File: src/rtl/frame_pixel_writer_pkg.sv
// -----------------------------------------------------------------------------
// frame_pixel_writer_pkg
//   Shared constants for the frame pixel writer: default block-array geometry
//   of the VGA image block, RGB332 colour codes and a block-count helper.
// -----------------------------------------------------------------------------
package frame_pixel_writer_pkg;

    // Block array geometry of the display (blocks per row / block rows)
    localparam int FPW_BLOCKS_WIDE  = 10;
    localparam int FPW_BLOCKS_HIGH  = 20;
    localparam int FPW_ADDR_W       = 10;
    localparam int FPW_DATA_W       = 8;
    localparam int FPW_CLEAR_CYCLES = 4;

    // RGB332 colour codes used by the image block
    localparam logic [7:0] RGB_BLACK = 8'h00;
    localparam logic [7:0] RGB_RED   = 8'hE0;
    localparam logic [7:0] RGB_GREEN = 8'h1C;
    localparam logic [7:0] RGB_BLUE  = 8'h03;
    localparam logic [7:0] RGB_WHITE = 8'hFF;

    // Number of entries in a blocks_wide x blocks_high array
    function automatic int block_count(input int blocks_wide, input int blocks_high);
        return blocks_wide * blocks_high;
    endfunction

endpackage

File: src/rtl/frame_pixel_writer_index_ctr.sv
// -----------------------------------------------------------------------------
// frame_index_ctr
//   Block index counter for the frame pixel writer.
//   Ports:
//     clk, rst_n : clock, asynchronous active-low reset
//     clear      : load 0 (takes priority over inc)
//     inc        : advance index by one
//     idx        : current block index
//     last       : idx equals LAST_IDX
// -----------------------------------------------------------------------------
module frame_index_ctr #(
    parameter int                ADDR_W   = 10,
    parameter logic [ADDR_W-1:0] LAST_IDX = '0
) (
    input  logic              clk,
    input  logic              rst_n,
    input  logic              clear,
    input  logic              inc,
    output logic [ADDR_W-1:0] idx,
    output logic              last
);

    logic [ADDR_W-1:0] idx_r;

    // Index register: clear loads zero, inc steps by one, otherwise hold
    always_ff @(posedge clk or negedge rst_n) begin
        if (!rst_n) begin
            idx_r <= {ADDR_W{1'b0}};
        end else if (clear) begin
            idx_r <= {ADDR_W{1'b0}};
        end else if (inc) begin
            idx_r <= idx_r + {{(ADDR_W-1){1'b0}}, 1'b1};
        end else begin
            idx_r <= idx_r;
        end
    end

    assign idx  = idx_r;
    assign last = (idx_r == LAST_IDX);

endmodule

File: src/rtl/frame_pixel_writer.sv
// -----------------------------------------------------------------------------
// frame_pixel_writer
//   Streams one frame of block pixels from a sync-read source memory into the
//   VGA pixel FIFO in raster order, after pulsing start_over so the display
//   side rewinds its write index.
//   Ports:
//     clk, rst_n  : clock, asynchronous active-low reset
//     frame_req   : 1-cycle request for one frame (dropped while busy)
//     src_addr    : source read address (always the current block index)
//     src_data    : source read data, valid one cycle after src_addr
//     fifo_full   : FIFO cannot accept a word this cycle
//     fifo_wr_en  : FIFO write strobe (combinational on fifo_full)
//     fifo_din    : FIFO write data (registered pixel)
//     start_over  : clear request to the display side
//     busy        : frame in progress
//     frame_done  : 1-cycle pulse after the last pixel is written
// -----------------------------------------------------------------------------
module frame_pixel_writer
    import frame_pixel_writer_pkg::*;
#(
    parameter int BLOCKS_WIDE  = FPW_BLOCKS_WIDE,
    parameter int BLOCKS_HIGH  = FPW_BLOCKS_HIGH,
    parameter int ADDR_W       = FPW_ADDR_W,
    parameter int DATA_W       = FPW_DATA_W,
    parameter int CLEAR_CYCLES = FPW_CLEAR_CYCLES
) (
    input  logic              clk,
    input  logic              rst_n,
    input  logic              frame_req,
    output logic [ADDR_W-1:0] src_addr,
    input  logic [DATA_W-1:0] src_data,
    input  logic              fifo_full,
    output logic              fifo_wr_en,
    output logic [DATA_W-1:0] fifo_din,
    output logic              start_over,
    output logic              busy,
    output logic              frame_done
);

    localparam int                NUM_BLOCKS = block_count(BLOCKS_WIDE, BLOCKS_HIGH);
    localparam logic [ADDR_W-1:0] LAST_IDX   = ADDR_W'(NUM_BLOCKS - 1);
    localparam int                CLR_W      = (CLEAR_CYCLES > 1) ? $clog2(CLEAR_CYCLES) : 1;
    localparam logic [CLR_W-1:0]  CLR_LAST   = CLR_W'(CLEAR_CYCLES - 1);

    localparam logic [2:0] ST_IDLE  = 3'd0;
    localparam logic [2:0] ST_CLEAR = 3'd1;
    localparam logic [2:0] ST_READ  = 3'd2;
    localparam logic [2:0] ST_LATCH = 3'd3;
    localparam logic [2:0] ST_WRITE = 3'd4;
    localparam logic [2:0] ST_DONE  = 3'd5;

    logic [2:0]        state_r;
    logic [2:0]        state_nx_s;
    logic [CLR_W-1:0]  clr_cnt_r;
    logic [DATA_W-1:0] pix_q_r;
    logic [ADDR_W-1:0] idx_s;
    logic              last_s;
    logic              accept_s;
    logic              wr_fire_s;
    logic              ctr_inc_s;

    // A request only counts in IDLE; a write happens only in WRITE with room
    assign accept_s  = (state_r == ST_IDLE) && frame_req;
    assign wr_fire_s = (state_r == ST_WRITE) && !fifo_full;
    // The index stops at the last block so it never leaves 0..N-1
    assign ctr_inc_s = wr_fire_s && !last_s;

    frame_index_ctr #(
        .ADDR_W   (ADDR_W),
        .LAST_IDX (LAST_IDX)
    ) u_index_ctr (
        .clk   (clk),
        .rst_n (rst_n),
        .clear (accept_s),
        .inc   (ctr_inc_s),
        .idx   (idx_s),
        .last  (last_s)
    );

    // State register
    always_ff @(posedge clk or negedge rst_n) begin
        if (!rst_n) begin
            state_r <= ST_IDLE;
        end else begin
            state_r <= state_nx_s;
        end
    end

    // Next-state logic
    always_comb begin
        state_nx_s = state_r;
        case (state_r)
            ST_IDLE:  begin
                if (frame_req) state_nx_s = ST_CLEAR;
                else           state_nx_s = ST_IDLE;
            end
            ST_CLEAR: begin
                if (clr_cnt_r == CLR_LAST) state_nx_s = ST_READ;
                else                       state_nx_s = ST_CLEAR;
            end
            ST_READ:  state_nx_s = ST_LATCH;
            ST_LATCH: state_nx_s = ST_WRITE;
            ST_WRITE: begin
                if (!wr_fire_s)  state_nx_s = ST_WRITE;
                else if (last_s) state_nx_s = ST_DONE;
                else             state_nx_s = ST_READ;
            end
            ST_DONE:  state_nx_s = ST_IDLE;
            default:  state_nx_s = ST_IDLE;
        endcase
    end

    // Clear-phase counter and pixel latch (src_data is valid in LATCH)
    always_ff @(posedge clk or negedge rst_n) begin
        if (!rst_n) begin
            clr_cnt_r <= {CLR_W{1'b0}};
            pix_q_r   <= {DATA_W{1'b0}};
        end else begin
            if (accept_s) begin
                clr_cnt_r <= {CLR_W{1'b0}};
            end else if (state_r == ST_CLEAR) begin
                clr_cnt_r <= clr_cnt_r + {{(CLR_W-1){1'b0}}, 1'b1};
            end else begin
                clr_cnt_r <= clr_cnt_r;
            end
            if (state_r == ST_LATCH) begin
                pix_q_r <= src_data;
            end else begin
                pix_q_r <= pix_q_r;
            end
        end
    end

    // Output decode from the registered state; wr_en also follows fifo_full
    always_comb begin
        start_over = 1'b0;
        busy       = 1'b0;
        frame_done = 1'b0;
        fifo_wr_en = 1'b0;
        case (state_r)
            ST_IDLE:  busy = 1'b0;
            ST_CLEAR: begin
                busy       = 1'b1;
                start_over = 1'b1;
            end
            ST_READ:  busy = 1'b1;
            ST_LATCH: busy = 1'b1;
            ST_WRITE: begin
                busy       = 1'b1;
                fifo_wr_en = wr_fire_s;
            end
            ST_DONE:  begin
                busy       = 1'b1;
                frame_done = 1'b1;
            end
            default:  busy = 1'b0;
        endcase
    end

    assign src_addr = idx_s;
    assign fifo_din = pix_q_r;

endmodule
File: config.mk
export PLATFORM = sky130hd
export DESIGN_NAME = frame_pixel_writer
export DESIGN_NICKNAME = d
export VERILOG_FILES = /design/src/rtl/frame_pixel_writer_pkg.sv /design/src/rtl/frame_pixel_writer_index_ctr.sv /design/src/rtl/frame_pixel_writer.sv
export SDC_FILE = /design/constraint.sdc
export NUM_CORES = 1
export LEC_CHECK = 0
export ABC_AREA = 1
export BUFFER_PORTS_ARGS = -buffer_cell sky130_fd_sc_hd__buf_4
export CORE_MARGIN = 2
export CORE_UTILIZATION = 46
export CTS_CLUSTER_DIAMETER = 30
export DETAILED_ROUTE_END_ITERATION = 7
export GPL_ROUTABILITY_DRIVEN = 0
export GPL_TIMING_DRIVEN = 0
export PLACE_DENSITY = 0.71
export SLEW_MARGIN = 20
export SYNTH_ARGS = -nofsm -noshare
export SYNTH_HDL_FRONTEND = slang
export SYNTH_SLANG_ARGS = --single-unit
File: constraint.sdc
create_clock -name clk -period 1.51 [get_ports clk]
set_input_delay 0.302 -clock clk [delete_from_list [all_inputs] [get_ports clk]]
set_output_delay 0.302 -clock clk [all_outputs]
set_load 0.005 [all_outputs]
==> results by group <==
Clock tree
  – CTS Buf Count: 3
  – H-tree Lvls: 1
  – Reg clk slew, reported paths: 0.13 ns
  – Root buf cell: clkbuf_4
  – Clock Path Buffers: 2
  – Num Clock Sinks: 23
  – CTS tree: built
  – Clk Latency, worst-skew pair: 0.31 ns

Synthesis
  – Synth Area in Compound Gates: 3.549%
  – Synthesized area per cell: 8.623 um2
  – Post-Synth Simple-Gate Area: 30.58%
  – Number of flops mapped to enable cells by yosys: 0
  – Post-synth cell types: 23
  – Synth Cell Area: 0.001199 mm2
  – Yosys top cell by area: dfrtp_1
  – Share of the synthesized area in the top cell type: 48.02%
  – Post-synthesis sequential area ratio: 48.02%
  – Gate Count Post-Synth: 139
  – Commonest cells post-synth: 40 x nand2_1, 23 x dfrtp_1, 13 x inv_1
  – Synth warnings: 0
  – Seq cells post-synth: 23
  – Top cells by area, synth: dfrtp_1 48%, nand2_1 13%, mux2_2 7.5%
  – Largest family of logic cells by synthesized area: simple AND/OR/NAND/NOR gates
  – Main synth FF type: dfrtp_1
  – Async S/R FF share, synth: 100.0%
  – Post-Synth XOR/XNOR Area: 2.192%
  – Syn_nets: 153
  – Top-count cell post-synth: nand2_1
  – Synth Area in Adders: 2.088%
  – Multiplexer area fraction after synthesis: 7.516%

Placed design
  – Worst slack at placement: -0.08198 ns
  – Port Buffers: 33
  – DP Wirelength: 1.842 mm

STA
  – Max-slew violations: 0
  – Slew headroom: 70.45%
  – Final period util: 100.5%
  – Min setup slack post-route: -0.007340 ns
  – Worst Hold Slack: 0.2119 ns
  – Final hold vios: 0
  – Setup Skew: 0.003887 ns
  – Worst slew pin tran: 0.4420 ns
  – Fin Setup TNS: -0.01261 ns
  – Setup-failing EPs final: 3
  – Max Freq: 659.0 MHz
  – RSZ-0062 raised after global routing: yes
  – Final min period: 1.517 ns

Finish
  – Nets@finish: 203
  – P&R area growth vs syn: 37.37%
  – Layout cell share with drive strength beyond 1: 39.36%
  – Fin util: 66.46%
  – Diode count: 0

Critical path
  – Req. time, crit path: 1.21 ns
  – Startpoint types: flop
  – Setup Crit Path Kind: flop to output port
  – CP max stage delay: 0.45 ns
  – CP max-delay cell: dfrtp_1
  – CP Capture Type: output port
  – Bufs and invs on worst path: 1
  – Delay-heaviest family, CP: flip-flops
  – CP cell instances: nor2_2 > nand2_2 > nor2_4 > buf_4
  – Crit path max fanout: 4
  – Worst EP arrival: 1.22 ns

Floorplan
  – Starting Density: 48.38%
  – I/O Pins: 34
  – Die span in x: 55.05 um
  – DIE AREA: 0.003030 mm2
  – Std cell rows: 18
  – Die H: 55.05 um
  – Core ar.: 0.002477 mm2

Detailed routing
  – Highest metal layer with signal wires: met4
  – Length of routed met3 wiring: 105 um
  – Drt total wl: 2.796 mm
  – Post-route DRC: 0
  – ANT nets after route: 0
  – Initial drt markers: 17
  – Met1 Routed Length: 1.230 mm
  – Via Count: 1084
  – DR vias/cell: 4.972
  – DR WL/cell: 12.83 um
  – DRT Pass-1 Iters: 4
  – Met2 wire len: 1.449 mm

Global route
  – Initial antenna violation count: 0
  – GRT overflow: 0
  – Global-route wire length before repair: 4.278 mm
  – Vias in the first global route: 992
  – Maximum number of pins on one net before global-route repair: 24
  – Gr usage total: 20.01%

Power and ir drop
  – Leak: 0.8688 nW
  – Maximum vdd drop: 1145 uV
  – Overall Power: 0.002324 W
  – P per Cell Area: 1411 mW/mm2

Status
  – Failing checks: setup timing
  – Status: complete, but fails checks

Flow run
  – Max-cap violations: 0

Min path
  – Worst min path class: primary input to flop
## sequential cells by signal, summed over array words and instances, names as in the netlist
signal           cells
clr_cnt_r            2
u_index_ctr.idx     10
fifo_din             8
state_r              3
## final cells by class
class	count	area [um2]
fillers	205	830.8
multi-input cells	100	589.3
flip-flops and latches	23	576.8
repair buffers	44	340.3
inverters	15	58.81
well taps	30	37.54
clock buffers	3	22.52
plain buffers	2	16.27
clock inverters	1	5.005
## cell usage in the layout, fill, tap and decap left out, types with 3 or more instances in the layout
cell type and instances:
mux2_2 8, nand3_1 9, dfrtp_1 22, nor2_4 5, buf_6 3, nor2_1 12, inv_1 12, nand4_1 7
buf_4 41, nand2_1 39, clkbuf_4 3
## logic make-up (layout without fill, tap and decap cells)
family / count (synthesis) / in the layout
AO/OA/AOI/OAI: 7 / 7
XOR/XNOR: 3 / 3
adder cells (fa/ha/maj): 2 / 2
buffers and inverters: 17 / 65
flip-flops: 23 / 23
multiplexers: 8 / 8
AND/OR/NAND/NOR: 79 / 80
## worst paths after layout
kind                       slack (ns)        start            endpoint  cells past startpoint
min                              0.21  src_data[2]         fifo_din[2]                      2
min in group asynchronous        0.40        rst_n        clr_cnt_r[1]                      2
max                            -0.007   state_r[0]          fifo_wr_en                      4
min reg2reg                      0.53  fifo_din[7]         fifo_din[7]                      1
max in group asynchronous        0.87        rst_n  u_index_ctr.idx[0]                      2
max reg2reg                         0   state_r[0]  u_index_ctr.idx[9]                      9
## per-stage QoR
stage / cell area (um2) / cells
5_1_grt: 1647 / 218
3_3_place_gp: 1484 / 202
2_1_floorplan: 1199 / 139
4_1_cts: 1605 / 215
3_5_place_dp: 1484 / 202
6_report: 1647 / 218
## where the power goes
| part | switching (W) | internal, W | leakage, nW |
|---|---|---|---|
| registers | 0.000117 | 0.000805 | 0.295 |
| clock network | 0.000189 | 0.0000989 | 0.0177 |
| logic | 0.000502 | 0.000612 | 0.556 |
## routing by layer
metal	GRT usage, %	vias up
met5	0	-
met4	7.317	0
met3	2.419	2
met2	34.13	23
met1	26.03	510
li1	-	549
## timing repair
item,4_1_cts,5_1_grt
gates cloned,2,0
resized for setup,8,8
buffers inserted,6,3
pin swaps,4,4
hold endpoints to repair,23,0
endpoints found under the setup margin,13,15
hold buffers,1,0
Note: power is estimated with default switching activity, not from simulation.
